<file path="config.mk">
export PLATFORM = sky130hd
export DESIGN_NAME = flash_job_sequencer
export DESIGN_NICKNAME = d
export VERILOG_FILES = /design/src/rtl/flash_pkg.sv /design/src/rtl/flash_watchdog.sv /design/src/rtl/flash_job_sequencer.sv
export SDC_FILE = /design/constraint.sdc
export NUM_CORES = 1
export LEC_CHECK = 0
export BUFFER_PORTS_ARGS = -buffer_cell sky130_fd_sc_hd__buf_2
export CAP_MARGIN = 5
export CORE_MARGIN = 1.5
export CORE_UTILIZATION = 52
export CTS_CLUSTER_DIAMETER = 60
export DETAILED_ROUTE_END_ITERATION = 8
export GPL_ROUTABILITY_DRIVEN = 1
export MAX_ROUTING_LAYER = met4
export PLACE_DENSITY = 0.88
export REMOVE_ABC_BUFFERS = 1
export SETUP_SLACK_MARGIN = 0.02
export SKIP_CTS_REPAIR_TIMING = 1
export SLEW_MARGIN = 20
export SYNTH_ARGS = -nofsm -noshare
export SYNTH_HDL_FRONTEND = slang
export SYNTH_HIERARCHICAL = 1
export SYNTH_SLANG_ARGS = --single-unit
</file>
<file path="constraint.sdc">
create_clock -name clk -period 3.67 [get_ports clk]
set_input_delay 0.9175 -clock clk [delete_from_list [all_inputs] [get_ports clk]]
set_output_delay 0.9175 -clock clk [all_outputs]
set_load 0.05 [all_outputs]
</file>
<file path="src/rtl/flash_pkg.sv">
// Shared flash definitions: macro-op codes, job error codes and sequencer states.
// Used by the job sequencer, the flash FSM and the UART menu logic.
package flash_pkg;

    localparam logic [3:0] MOP_NOP         = 4'h0;
    localparam logic [3:0] MOP_READ        = 4'h3;
    localparam logic [3:0] MOP_READ_STATUS = 4'h5;
    localparam logic [3:0] MOP_WRITE_EN    = 4'h6;
    localparam logic [3:0] MOP_ERASE_4K    = 4'hA;
    localparam logic [3:0] MOP_WRITE_PAGE  = 4'hC;
    localparam logic [3:0] MOP_ERASE_64K   = 4'hD;

    localparam logic [1:0] ERR_OK         = 2'b00;
    localparam logic [1:0] ERR_TIMEOUT    = 2'b01;
    localparam logic [1:0] ERR_MISALIGNED = 2'b10;
    localparam logic [1:0] ERR_OVERFLOW   = 2'b11;

    typedef enum logic [3:0] {
        ST_IDLE      = 4'd0,
        ST_CHK       = 4'd1,
        ST_ERS_REQ   = 4'd2,
        ST_ERS_WAIT  = 4'd3,
        ST_WAIT_DATA = 4'd4,
        ST_WR_REQ    = 4'd5,
        ST_WR_WAIT   = 4'd6,
        ST_NEXT      = 4'd7,
        ST_FIN       = 4'd8
    } seq_state_e;

    function automatic logic [31:0] subsector_base(input logic [31:0] addr);
        return {addr[31:12], 12'h000};
    endfunction

    // The job may end exactly at the top of the 4 GB space but not beyond it.
    function automatic logic job_overflows(input logic [31:0] addr, input logic [15:0] pages);
        logic [32:0] end_s;
        end_s = {1'b0, addr} + {9'd0, pages, 8'h00};
        return end_s > 33'h1_0000_0000;
    endfunction

endpackage

</file>
<file path="src/rtl/flash_watchdog.sv">
// Saturating per-macro-op watchdog. The strobe cycle counts as the first cycle
// of the operation, so expiry lands 2^TIMEOUT_W-1 cycles after the strobe.
module flash_watchdog #(
    parameter int TIMEOUT_W = 24
) (
    input  logic clk,
    input  logic rst,
    input  logic clear_i,
    input  logic enable_i,
    output logic expired_o
);

    localparam logic [TIMEOUT_W-1:0] CNT_MAX = '1;
    localparam logic [TIMEOUT_W-1:0] CNT_ONE = {{(TIMEOUT_W-1){1'b0}}, 1'b1};

    logic [TIMEOUT_W-1:0] cnt_q;

    // Cycle counter for the outstanding macro-op.
    always_ff @(posedge clk or posedge rst) begin
        if (rst) begin
            cnt_q <= '0;
        end else if (clear_i) begin
            cnt_q <= CNT_ONE;
        end else if (enable_i && (cnt_q != CNT_MAX)) begin
            cnt_q <= cnt_q + CNT_ONE;
        end
    end

    assign expired_o = enable_i && (cnt_q >= (CNT_MAX - CNT_ONE));

endmodule

</file>
<file path="src/rtl/flash_job_sequencer.sv">
// Breaks a multi-page program job into 4kB erase and 256-byte page-write
// macro-ops for the flash FSM, with abort, watchdog and range checking.
module flash_job_sequencer
    import flash_pkg::*;
#(
    parameter int   TIMEOUT_W = 24,
    parameter logic ERASE_EN  = 1'b1
) (
    input  logic        clk,
    input  logic        rst,
    input  logic        start,
    input  logic [31:0] start_addr,
    input  logic [15:0] page_count,
    input  logic        abort,
    input  logic        page_ready,
    output logic [3:0]  macro_states,
    output logic        macro_states_valid,
    output logic [63:0] addr_out,
    input  logic        macro_states_done,
    output logic        busy,
    output logic        done,
    output logic [1:0]  err_code,
    output logic [15:0] pages_done
);

    seq_state_e  state_q;
    logic [31:0] cur_addr_q;
    logic [15:0] remaining_q;
    logic [15:0] pages_done_q;
    logic [1:0]  err_q;
    logic        busy_q;
    logic        done_q;
    logic [3:0]  code_q;
    logic        valid_q;
    logic [31:0] addr_q;
    logic        abort_q;

    logic [31:0] next_addr_s;
    logic        in_wait_s;
    logic        expired_s;

    assign next_addr_s = cur_addr_q + 32'h0000_0100;
    assign in_wait_s   = (state_q == ST_ERS_WAIT) || (state_q == ST_WR_WAIT);

    flash_watchdog #(.TIMEOUT_W(TIMEOUT_W)) u_watchdog (
        .clk      (clk),
        .rst      (rst),
        .clear_i  (valid_q),
        .enable_i (in_wait_s),
        .expired_o(expired_s)
    );

    // Job FSM; all outputs are registered and set on the transition into a state.
    always_ff @(posedge clk or posedge rst) begin
        if (rst) begin
            state_q      <= ST_IDLE;
            cur_addr_q   <= 32'h0000_0000;
            remaining_q  <= 16'h0000;
            pages_done_q <= 16'h0000;
            err_q        <= ERR_OK;
            busy_q       <= 1'b0;
            done_q       <= 1'b0;
            code_q       <= MOP_NOP;
            valid_q      <= 1'b0;
            addr_q       <= 32'h0000_0000;
            abort_q      <= 1'b0;
        end else begin
            valid_q <= 1'b0;
            done_q  <= 1'b0;
            case (state_q)
                ST_IDLE: begin
                    if (start) begin
                        cur_addr_q   <= start_addr;
                        remaining_q  <= page_count;
                        pages_done_q <= 16'h0000;
                        err_q        <= ERR_OK;
                        abort_q      <= 1'b0;
                        busy_q       <= 1'b1;
                        state_q      <= ST_CHK;
                    end
                end
                ST_CHK: begin
                    if (cur_addr_q[7:0] != 8'h00) begin
                        err_q   <= ERR_MISALIGNED;
                        busy_q  <= 1'b0;
                        done_q  <= 1'b1;
                        state_q <= ST_FIN;
                    end else if (job_overflows(cur_addr_q, remaining_q)) begin
                        err_q   <= ERR_OVERFLOW;
                        busy_q  <= 1'b0;
                        done_q  <= 1'b1;
                        state_q <= ST_FIN;
                    end else if (remaining_q == 16'h0000) begin
                        busy_q  <= 1'b0;
                        done_q  <= 1'b1;
                        state_q <= ST_FIN;
                    end else if (ERASE_EN) begin
                        code_q  <= MOP_ERASE_4K;
                        addr_q  <= subsector_base(cur_addr_q);
                        valid_q <= 1'b1;
                        state_q <= ST_ERS_REQ;
                    end else begin
                        state_q <= ST_WAIT_DATA;
                    end
                end
                ST_ERS_REQ: begin
                    state_q <= ST_ERS_WAIT;
                end
                ST_ERS_WAIT: begin
                    if (abort) begin
                        abort_q <= 1'b1;
                    end
                    if (macro_states_done) begin
                        state_q <= ST_WAIT_DATA;
                    end else if (expired_s) begin
                        err_q   <= ERR_TIMEOUT;
                        busy_q  <= 1'b0;
                        done_q  <= 1'b1;
                        state_q <= ST_FIN;
                    end
                end
                ST_WAIT_DATA: begin
                    if (abort || abort_q) begin
                        busy_q  <= 1'b0;
                        done_q  <= 1'b1;
                        state_q <= ST_FIN;
                    end else if (page_ready) begin
                        code_q  <= MOP_WRITE_PAGE;
                        addr_q  <= cur_addr_q;
                        valid_q <= 1'b1;
                        state_q <= ST_WR_REQ;
                    end
                end
                ST_WR_REQ: begin
                    state_q <= ST_WR_WAIT;
                end
                ST_WR_WAIT: begin
                    if (abort) begin
                        abort_q <= 1'b1;
                    end
                    if (macro_states_done) begin
                        state_q <= ST_NEXT;
                    end else if (expired_s) begin
                        err_q   <= ERR_TIMEOUT;
                        busy_q  <= 1'b0;
                        done_q  <= 1'b1;
                        state_q <= ST_FIN;
                    end
                end
                ST_NEXT: begin
                    pages_done_q <= pages_done_q + 16'h0001;
                    remaining_q  <= remaining_q - 16'h0001;
                    cur_addr_q   <= next_addr_s;
                    if ((remaining_q == 16'h0001) || abort_q || abort) begin
                        busy_q  <= 1'b0;
                        done_q  <= 1'b1;
                        state_q <= ST_FIN;
                    end else if (ERASE_EN && (next_addr_s[11:0] == 12'h000)) begin
                        code_q  <= MOP_ERASE_4K;
                        addr_q  <= subsector_base(next_addr_s);
                        valid_q <= 1'b1;
                        state_q <= ST_ERS_REQ;
                    end else begin
                        state_q <= ST_WAIT_DATA;
                    end
                end
                ST_FIN: begin
                    state_q <= ST_IDLE;
                end
                default: begin
                    busy_q  <= 1'b0;
                    state_q <= ST_IDLE;
                end
            endcase
        end
    end

    assign macro_states       = code_q;
    assign macro_states_valid = valid_q;
    assign addr_out           = {32'h0000_0000, addr_q};
    assign busy               = busy_q;
    assign done               = done_q;
    assign err_code           = err_q;
    assign pages_done         = pages_done_q;

endmodule

</file>
==> results of run 1 <==
==> worst max-delay path, cell delays in order, from the launching register on <==
cell,delay [ns]
dfrtp_1,0.40
ha_2,0.19
fa_2,0.33
a21o_1,0.20
a221oi_4,0.34
and4b_2,0.30
or4b_1,0.47
and3_4,0.19
or4_4,0.42
o31ai_4,0.22
nand2_1,0.11
a221o_1,0.32
==> layout make-up <==
class | count | area, um2
clock buffer | 17 | 425
clock inverter | 15 | 159
fill | 1373 | 5780
inverter | 20 | 77.6
multi-input combinational | 777 | 4980
sequential | 133 | 3330
tap | 216 | 270
timing repair buffer | 163 | 980
==> cell families (layout without fill, tap and decap cells) <==
kind of cell / Yosys count / after routing / share of synthesized area (%)
compound gates: 218 / 218 / 17.3
simple gates: 428 / 428 / 26.0
other cells: 1 / 33 / 0.0438
buf+inv: 99 / 215 / 5.89
flops: 133 / 133 / 38.9
mux: 28 / 28 / 3.60
fa+ha+maj: 24 / 24 / 3.60
xor+xnor: 46 / 46 / 4.71
==> power by group through the flow <==
stage | registers [uW] | logic, uW | clock network [uW]
floorplan | 2880 | 2880 | 0
global placement | 2390 | 4980 | 0
detailed placement | 2410 | 5020 | 0
CTS | 2390 | 5050 | 1680
global route | 2460 | 5820 | 1750
finish | 2420 | 5390 | 1660
==> worst paths after layout <==
path,from,to,slack (ns),depth (start not counted)
max,remaining_q[0],done,0.05,11
min,addr_q[26],addr_q[26],0.48,1
max reg2reg,remaining_q[0],done,0.05,11
min reg2reg,addr_q[26],addr_q[26],0.48,1
max in group asynchronous,rst,err_code[0],2.16,3
min in group asynchronous,rst,remaining_q[2],0.64,2
==> synthesized netlist by cell type (7+ instances only) <==
cell type / instances
nor4_1: 10
nor3_1: 27
xnor2_1: 24
a21oi_1: 54
clkbuf_1: 40
nor2_1: 94
a221o_1: 9
xor2_1: 22
or4_1: 11
inv_1: 20
o21ai_0: 46
nor2b_1: 12
ha_1: 23
or3_1: 7
nand4_1: 23
dfrtp_1: 133
and3_1: 25
buf_4: 34
mux2_1: 22
o21ai_1: 11
a31o_1: 13
nand2_1: 118
o211ai_1: 12
nand3_1: 45
a211oi_1: 18
nor3b_1: 7
==> per-layer routing <==
layer,part of all wire (%),global-route usage (%),vias up
li1,-,-,3781
met1,43,37.4,3885
met2,47,45.2,340
met3,7.0,5.05,58
met4,2.7,12.2,0
met5,0,-,-
==> per-stage QoR <==
step / instance area (um2) / util (%)
floorplan: 8250 / -
global placement: 9490 / 59.3
detailed placement: 9490 / 59.3
CTS: 10100 / 63.0
global route: 10200 / 63.8
finish: 10200 / 63.8
==> sequential cells by signal (all words and copies together) (netlist names) <==
register            cells
abort_q                 1
addr_q                 32
busy                    1
cur_addr_q             32
done                    1
err_code                2
macro_states            3
macro_states_valid      1
pages_done             16
remaining_q            16
state_q                 4
u_watchdog/cnt_q       24
==> run summary, run 1 <==
Cells after DPL - 1308
Htree depth - 4
Post-route insts no fill - 1341
Ant diodes - 0
RSZ-0062 raised after global routing - yes
DRT iter0 DRCs - 820
Syn_area_per_cell - 8.76 um2
Async set or reset register ratio after synthesis - 100%
Worst hold slack - 0.484 ns
Setup-failing EPs final - 0
CP Data Arrival Time - 3.93 ns
Clk_skew - 0.0134 ns
Remaining DRCs - 0
Total GRT Usage - 29.0%
Initial antenna violation count - 0
Clock tree root buffer cell - clkbuf_16
Ys flop type - dfrtp_1
I/O pin count - 143
Largest net degree at the start of global routing - 62
Core Area - 16000 um2
EDFF count, synth - 0
Total power - 9470 uW
Peak VDD IR - 0.630 mV
Die X - 131 um
Synth top area share - 38.9%
Clk pwr share - 17.5%
Vias in the first global route - 7746
Gr ovfl total - 0
Area delta synth->final - 19.4%
Rel. slew slack - 38.9%
Synthesized area - 8560 um2
Slack of the critical path - 0.0489 ns
Net switching power - 4580 uW
Die Height - 131 um
Number of buffers added on ports - 109
Routed vias - 8064
Die Area - 17200 um2
Setup TNS - 0 ns
Worst-Skew Late Latency - 0.43 ns
Synthesis-stage register bit count - 133
Leak Pwr - 0.00460 uW
Worst Max-Slew Pin Slew - 0.915 ns
Count of different cell masters after synthesis - 75
Clock Tree Buf Depth - 2
Net Sw Frac - 48.3%
Vias per Instance - 6.01
Sequential power share - 25.5%
CTS tree - done
DRT Pass-1 Iters - 5
Final Critical Period - 3.62 ns
Worst path required time - 3.98 ns
Place WS - -0.0903 ns
Starting Density - 53.5%
Power Density - 927 nW/um2
Crit Path Max Fanout - 4
Dpl hpwl - 17700 um
Worst Hold Class - flop to flop
Yosys warns - 6
Final ANT Viol Nets - 0
Crit Path Class - flop to flop
First-pass GRT wire length - 39000 um
CTS Sinks - 133
# rows - 46
Share of post-route cells with drive strength above 1 - 21.9%
Critical Path Sink Type - flop
Post-synthesis sequential area ratio - 38.9%
Commonest non-fill, non-tap cells in the layout - dfrtp_1, nand2_1, buf_2
Gate Count Post-Synth - 977
Post-Route WL - 24100 um
Internal - 4890 uW
Synth top area cells - dfrtp_1, nand2_1, nor2_1, ha_1, a21oi_1
Final number of hold-violating endpoints - 0
Clk slew on worst S/H paths - 0.07 ns
Routability Congestion - 1.02
Wirelength per Cell - 18.0 um
Slew Limit Fails - 0
Max Freq - 0.276 GHz
Critical Path Source Type - flop
MaxCap Viol Count - 0
Num CTS Buffers - 17
Fin nets - 1190
Status - finished clean
Comb pwr share - 56.9%
Commonest non-fill, non-tap cell in the layout - dfrtp_1
Synth area leader - dfrtp_1
Crit share post-route - 98.7%
Power figures use the tool's default switching activity.
==> run 2, diff against run 1 <==
Settings changed: SYNTH_HIERARCHICAL 1 to default.
==> run 2 against run 1 <==
  * Total power up 1.8%
  * Clock skew decreased by 0.0062 ns
  * Sequential power fell by 2%
  * Critical path depth increased by 1
  * Sequential share of layout area increased by 0.42 points
  * Global-route usage rose by 0.86 points
  * Synthesized area shrank 0.53%
  * Wire length decreased by 1.0%
  * Clock-buffer cell count grew 1
  * Largest cell class unchanged
  * Largest power group unchanged
==> run summary, run 2 <==
Most numerous cell in the Yosys netlist - dfrtp_1
Reg2reg start - remaining_q[0]
RSZ-0062 raised after global routing - no
Routability Congestion - 0.959 (-5.7%)
Crit Path Class - flop to flop
Die Height - 131 um (-0.26%)
Final Critical Period - 3.48 ns (-0.139 ns)
Final number of hold-violating endpoints - 0 (unchanged)
Commonest non-fill, non-tap cells in the layout - dfrtp_1, nand2_1, buf_2
Ys flop type - dfrtp_1
Final core occ - 63.3% (-0.57 points)
Async set or reset register ratio after synthesis - 100% (unchanged)
Vias in the first global route - 7774 (+0.36%)
Net Sw Frac - 46.3% (-2.1 points)
Clk pwr share - 19.4% (+1.9 points)
Hold Path Origin - pages_done[15]
Die Area - 17100 um2 (-0.52%)
Crit share post-route - 94.9% (-3.8 points)
Placed cell areas - 9380 um2 (-1.2%)
Share of post-route cells with drive strength above 1 - 21.4% (-0.45 points)
Final ANT Viol Nets - 0 (unchanged)
Net switching power - 4460 uW (-2.6%)
Reg2reg path depth - 12 (+1)
CTS tree - done
Total GRT Usage - 29.8% (+0.86 points)
Worst-Skew Late Latency - 0.43 ns (about the same)
Clock Tree Buf Depth - 2 (unchanged)
Worst path required time - 3.98 ns (about the same)
Setup-failing EPs final - 0 (unchanged)
Num CTS Buffers - 17 (unchanged)
Remaining DRCs - 0 (unchanged)
# rows - 46 (unchanged)
DRT iter0 DRCs - 746 (-9.0%)
Crit Path Max Fanout - 13 (+9)
Clk_skew - 0.00720 ns (-0.00620 ns)
Gate Count Post-Synth - 993 (+1.6%)
Critical Path Sink Type - flop
Rel. slew slack - 46.7% (+7.8 points)
MaxCap Viol Count - 0 (unchanged)
Commonest non-fill, non-tap cell in the layout - dfrtp_1
Comb pwr share - 55.8% (-1.1 points)
Status - finished clean
Starting Density - 53.4% (-0.089 points)
Critical Path Source Type - flop
I/O pin count - 143 (unchanged)
Regs by FF count - addr_q (32), cur_addr_q (32), u_watchdog.cnt_q (24)
Count of different cell masters after synthesis - 70 (-6.7%)
Wirelength per Cell - 17.7 um (-1.5%)
Synth top area cells - dfrtp_1, nand2_1, nor2_1, o21ai_0, a21oi_1
Worst Max-Slew Pin Slew - 0.800 ns (-0.116 ns)
First-pass GRT wire length - 38500 um (-1.5%)
Fin nets - 1196 (+0.50%)
Routed vias - 8135 (+0.88%)
Synth area leader - dfrtp_1
Area delta synth->final - 18.5%
EDFF count, synth - 0 (unchanged)
Largest net degree at the start of global routing - 64 (+3.2%)
Hold Path Cell Cnt - 1 (unchanged)
Number of buffers added on ports - 109 (unchanged)
Synthesized area - 8510 um2 (-0.53%)
DRT Pass-1 Iters - 6 (+1)
CTS Sinks - 133 (unchanged)
Reg2reg setup slack - 0.19 ns (+0.14 ns)
Leak Pwr - 0.00443 uW (-3.6%)
Slew Limit Fails - 0 (unchanged)
Hold Path End - pages_done[15]
Worst flop-to-flop path endpoint - addr_q[30]
Post-Route WL - 23900 um (-1.0%)
CP Data Arrival Time - 3.79 ns (-0.14 ns)
Synth top area share - 39.1% (+0.21 points)
Worst Hold Class - flop to flop
Initial antenna violation count - 1 (+1)
Htree depth - 4 (unchanged)
Yosys warns - 0 (-6)
Max Freq - 0.287 GHz (+4.0%)
Cell area after layout - 10100 um2 (-1.2%)
Peak VDD IR - 0.483 mV (-23%)
Synthesis-stage register bit count - 133 (unchanged)
Die X - 131 um (-0.26%)
Clock tree root buffer cell - clkbuf_16
Top post-synthesis cells by count - dfrtp_1, nand2_1, nor2_1
Vias per Instance - 6.04 (+0.43%)
Internal - 5180 uW (+5.9%)
Power Density - 955 nW/um2 (+3.1%)
Dpl hpwl - 17000 um (-3.8%)
Core Area - 15900 um2 (-0.36%)
Post-synthesis sequential area ratio - 39.1% (+0.21 points)
Gr ovfl total - 0 (unchanged)
Sequential power share - 24.7% (-0.8 points)
Clk slew on worst S/H paths - 0.06 ns (about the same)
Syn_area_per_cell - 8.57 um2 (-2.1%)
-- run 2: power groups by stage --
stage / Combinational, uW / Clock [uW] / Sequential (uW)
5_1_grt: 5840 / 1950 / 2430
6_report: 5380 / 1870 / 2380
4_1_cts: 5180 / 1890 / 2360
2_1_floorplan: 2980 / 0 / 2880
3_5_place_dp: 5130 / 0 / 2370
3_3_place_gp: 5070 / 0 / 2360
-- run 2: area by class of cell --
type	instances	area [um2]
sequential	133	3330
multi-input combinational	777	4750
antenna	1	2.50
clock buffer	18	439
inverter	25	96.3
timing repair buffer	164	996
tap	216	270
fill	1308	5850
clock inverter	13	204
-- run 2: worst max path at each step --
stage                          from         end  slack (ns)  depth (start not counted)
floorplan                       rst     abort_q       -0.80                          1
global placement     remaining_q[0]  addr_q[29]        0.08                         12
detailed placement   remaining_q[0]  addr_q[30]        0.03                         12
CTS                  remaining_q[0]  addr_q[30]       0.003                         12
global route        remaining_q[14]  addr_q[28]        0.04                         12
finish               remaining_q[0]  addr_q[30]        0.19                         12
-- run 2: cells by family after synthesis --
logic type | Yosys count | share of synthesized area [%]
flip-flops | 133 | 39.1
AND/OR/NAND/NOR | 399 | 22.2
adder cells (fa/ha/maj) | 24 | 3.62
AO/OA/AOI/OAI | 250 | 19.3
other | 1 | 0.0440
XOR/XNOR | 48 | 4.94
buffers and inverters | 115 | 7.04
multiplexers | 23 | 3.75
-- run 2: critical path, cell delays in order (launching register included) --
cell       delay, ns
dfrtp_1         0.38
ha_2            0.22
fa_2            0.44
nor2_2          0.13
o2111ai_1       0.12
a221o_1         0.26
or4_1           0.52
nor4_4          0.19
and4_4          0.28
a31oi_4         0.13
nor2_8          0.17
buf_12          0.17
mux2_2          0.35
-- run 2: stage by stage --
step / hold WS [ns] / TNS [ns] / setup slack, ns / std cells / power [uW]
after floorplan: 0.459 / -106.65 / -0.802 / 935 / 5860
after global routing: 0.510 / 0 / 0.0430 / 1347 / 10200
after CTS: 0.502 / 0 / 0.00337 / 1343 / 9430
after global placement: 0.448 / 0 / 0.0784 / 1312 / 7420
final: 0.495 / 0 / 0.188 / 1347 / 9640
after detailed placement: 0.479 / 0 / 0.0250 / 1312 / 7500
-- run 2: metal layers --
layer	up-vias	track usage [%]	wire length, um	share of wire [%]
li1	3782	-	-	-
met1	3895	38.0	10200	43
met2	383	45.0	10900	46
met3	75	6.92	1840	7.7
met4	0	14.0	917	3.8
met5	-	-	0	0
==> run 3, diff against run 2 <==
Settings changed: CORE_ASPECT_RATIO from default to 0.8, CORE_MARGIN 1.5 to default.
==> run 3 against run 2 <==
  * Sequential cell count unchanged
  * Die area fell by 1.5%
  * Via count barely moved
  * Clock-buffer cell count is 3 higher
  * Total power decreased by 2.6%
  * Setup slack got worse by 0.083 ns
  * Final cell count decreased by 0.74%
  * Utilization decreased by 0.63 points
  * First-iteration DRC count increased by 17%
  * Critical endpoint unchanged
  * Highest routed layer unchanged
==> run summary, run 3 (synthesis results as in run 2) <==
Routed met1 length - 10700 um (+5.0%)
WL met2 - 10200 um (-6.9%)
DRT Pass-1 Iters - 5 (-1)
First-pass GRT wire length - 38500 um (+0.14%)
Slack of the critical path - 0.105 ns (-0.0828 ns)
Critical Path Source Type - flop
Die X - 145 um (+11%)
CP Data Arrival Time - 3.87 ns (+0.08 ns)
Reg2reg setup slack - 0.11 ns (-0.08 ns)
Power Density - 942 nW/um2 (-1.4%)
Final number of hold-violating endpoints - 0 (unchanged)
Clk_skew - 0.00971 ns (+0.00250 ns)
Max Freq - 0.281 GHz (-2.3%)
Internal - 4920 uW (-5.0%)
I/O pin count - 143 (unchanged)
CTS tree - done
Net Sw Frac - 47.6% (+1.3 points)
Routed vias - 8131 (-0.049%)
Total power - 9380 uW (-2.6%)
Leak Pwr - 0.00436 uW (-1.5%)
Fillcell total - 1355 (+3.6%)
Core Area - 15900 um2 (-0.25%)
Net switching power - 4460 uW (about the same)
Remaining DRCs - 0 (unchanged)
Setup-failing EPs final - 0 (unchanged)
Crit share post-route - 97.1% (+2.3 points)
Total GRT Usage - 29.9% (+0.13 points)
Regs by FF count - addr_q (32), cur_addr_q (32), u_watchdog.cnt_q (24)
Post-route insts no fill - 1337 (-0.74%)
CTS Sinks - 133 (unchanged)
Gr ovfl total - 0 (unchanged)
Routability Congestion - 1.03 (+7.3%)
Commonest non-fill, non-tap cell in the layout - dfrtp_1
Crit Path Class - flop to flop
Crit Path Max Fanout - 9 (-4)
Comb pwr share - 56.1% (+0.3 points)
Clock tree root buffer cell - clkbuf_16
Metal3 WL - 2360 um (+28%)
Status - finished clean
DRT iter0 DRCs - 871 (+17%)
Worst-Skew Late Latency - 0.43 ns (about the same)
Vias in the first global route - 7511 (-3.4%)
Cells after DPL - 1304 (-0.61%)
Setup TNS - 0 ns (unchanged)
Slew Limit Fails - 0 (unchanged)
Die Area - 16900 um2 (-1.5%)
Number of buffers added on ports - 109 (unchanged)
Num CTS Buffers - 17 (unchanged)
Commonest non-fill, non-tap cells in the layout - dfrtp_1, nand2_1, buf_2
Peak VDD IR - 0.471 mV (-2.6%)
Dpl hpwl - 16800 um (-1.4%)
Post-Route WL - 23900 um (about the same)
Sequential power share - 25.4% (+0.7 points)
Place WS - 0.0444 ns (+0.0193 ns)
Rel. slew slack - 43.5% (-3.2 points)
Share of post-route cells with drive strength above 1 - 20.1% (-1.3 points)
Area delta synth->final - 17.0%
Initial antenna violation count - 0 (-1)
Die Height - 116 um (-11%)
Clk slew on worst S/H paths - 0.06 ns (about the same)
Fin nets - 1187 (-0.75%)
Wirelength per Cell - 17.9 um (+0.84%)
Clock Tree Buf Depth - 2 (unchanged)
Final Critical Period - 3.56 ns (+0.0828 ns)
Largest net degree at the start of global routing - 71 (+11%)
DR top layer - met4
Ant diodes - 0 (-1)
Worst path required time - 3.98 ns (about the same)
# rows - 41 (-11%)
Final ANT Viol Nets - 0 (unchanged)
Htree depth - 4 (unchanged)
Vias per Instance - 6.08 (+0.70%)
Worst Hold Class - flop to flop
Starting Density - 53.5% (+0.13 points)
MaxCap Viol Count - 0 (unchanged)
Critical Path Sink Type - flop
Clk pwr share - 18.5% (-0.9 points)
Final core occ - 62.7% (-0.63 points)
Worst Max-Slew Pin Slew - 0.840 ns (+0.0399 ns)
==> run 3: cell count changes in the layout (fill, tap and decap cells not counted), moves of 2 or more <==
cell / delta
buf_4: -10
bufinv_16: -3
clkbuf_8: +2
clkinv_4: +2
ha_1: +2
ha_2: -2
==> run 3: power by group through the flow <==
stage | registers [uW] | logic (uW) | clock network (uW)
2_1_floorplan | 2880 | 2980 | 0
3_3_place_gp | 2360 | 4970 | 0
3_5_place_dp | 2380 | 5030 | 0
4_1_cts | 2360 | 5070 | 1760
5_1_grt | 2440 | 5680 | 1820
6_report | 2380 | 5260 | 1740
==> run 3: final timing paths <==
| kind | startpoint | to | cells after the start |
|---|---|---|---|
| hold reg to reg | macro_states[3] | macro_states[3] | 1 |
| min in group asynchronous | rst | pages_done[0] | 2 |
| max in group asynchronous | rst | addr_q[27] | 3 |
| setup reg to reg | cur_addr_q[22] | addr_q[30] | 11 |
| setup / recovery | cur_addr_q[22] | addr_q[30] | 11 |
| hold / removal | macro_states[3] | macro_states[3] | 1 |
==> run 3: final cells by class <==
class | count | area [um2] | share of cell area, %
Clock buffer | 21 | 470 | 4.72
Clock inverter | 11 | 125 | 1.26
Inverter | 25 | 98.8 | 0.992
Multi-Input combinational cell | 777 | 4730 | 47.4
Sequential cell | 133 | 3330 | 33.4
Tap cell | 215 | 269 | 2.70
Timing Repair Buffer | 155 | 946 | 9.49
==> run 3: per-layer routing <==
layer  GRT usage, %  up-vias
li1               -     3782
met4           12.9        0
met5              -        -
met1           40.8     3842
met2           42.6      448
met3           6.99       59
==> run 3: worst max-delay path, cell delays in order (launching register included) <==
cell	delay [ns]
dfrtp_1	0.42
ha_1	0.42
a211oi_1	0.45
nor2_1	0.18
a221oi_1	0.45
nand4_1	0.19
nor4_2	0.25
and4_1	0.29
a31oi_4	0.13
nor2_8	0.17
buf_12	0.16
mux2_2	0.33
==> run 3: stage by stage <==
stage | cell area [um2] | hold WS (ns)
after floorplan | 8130 | 0.459
after global placement | 9330 | 0.464
after detailed placement | 9330 | 0.455
after CTS | 9920 | 0.469
after global routing | 9960 | 0.485
final | 9960 | 0.469
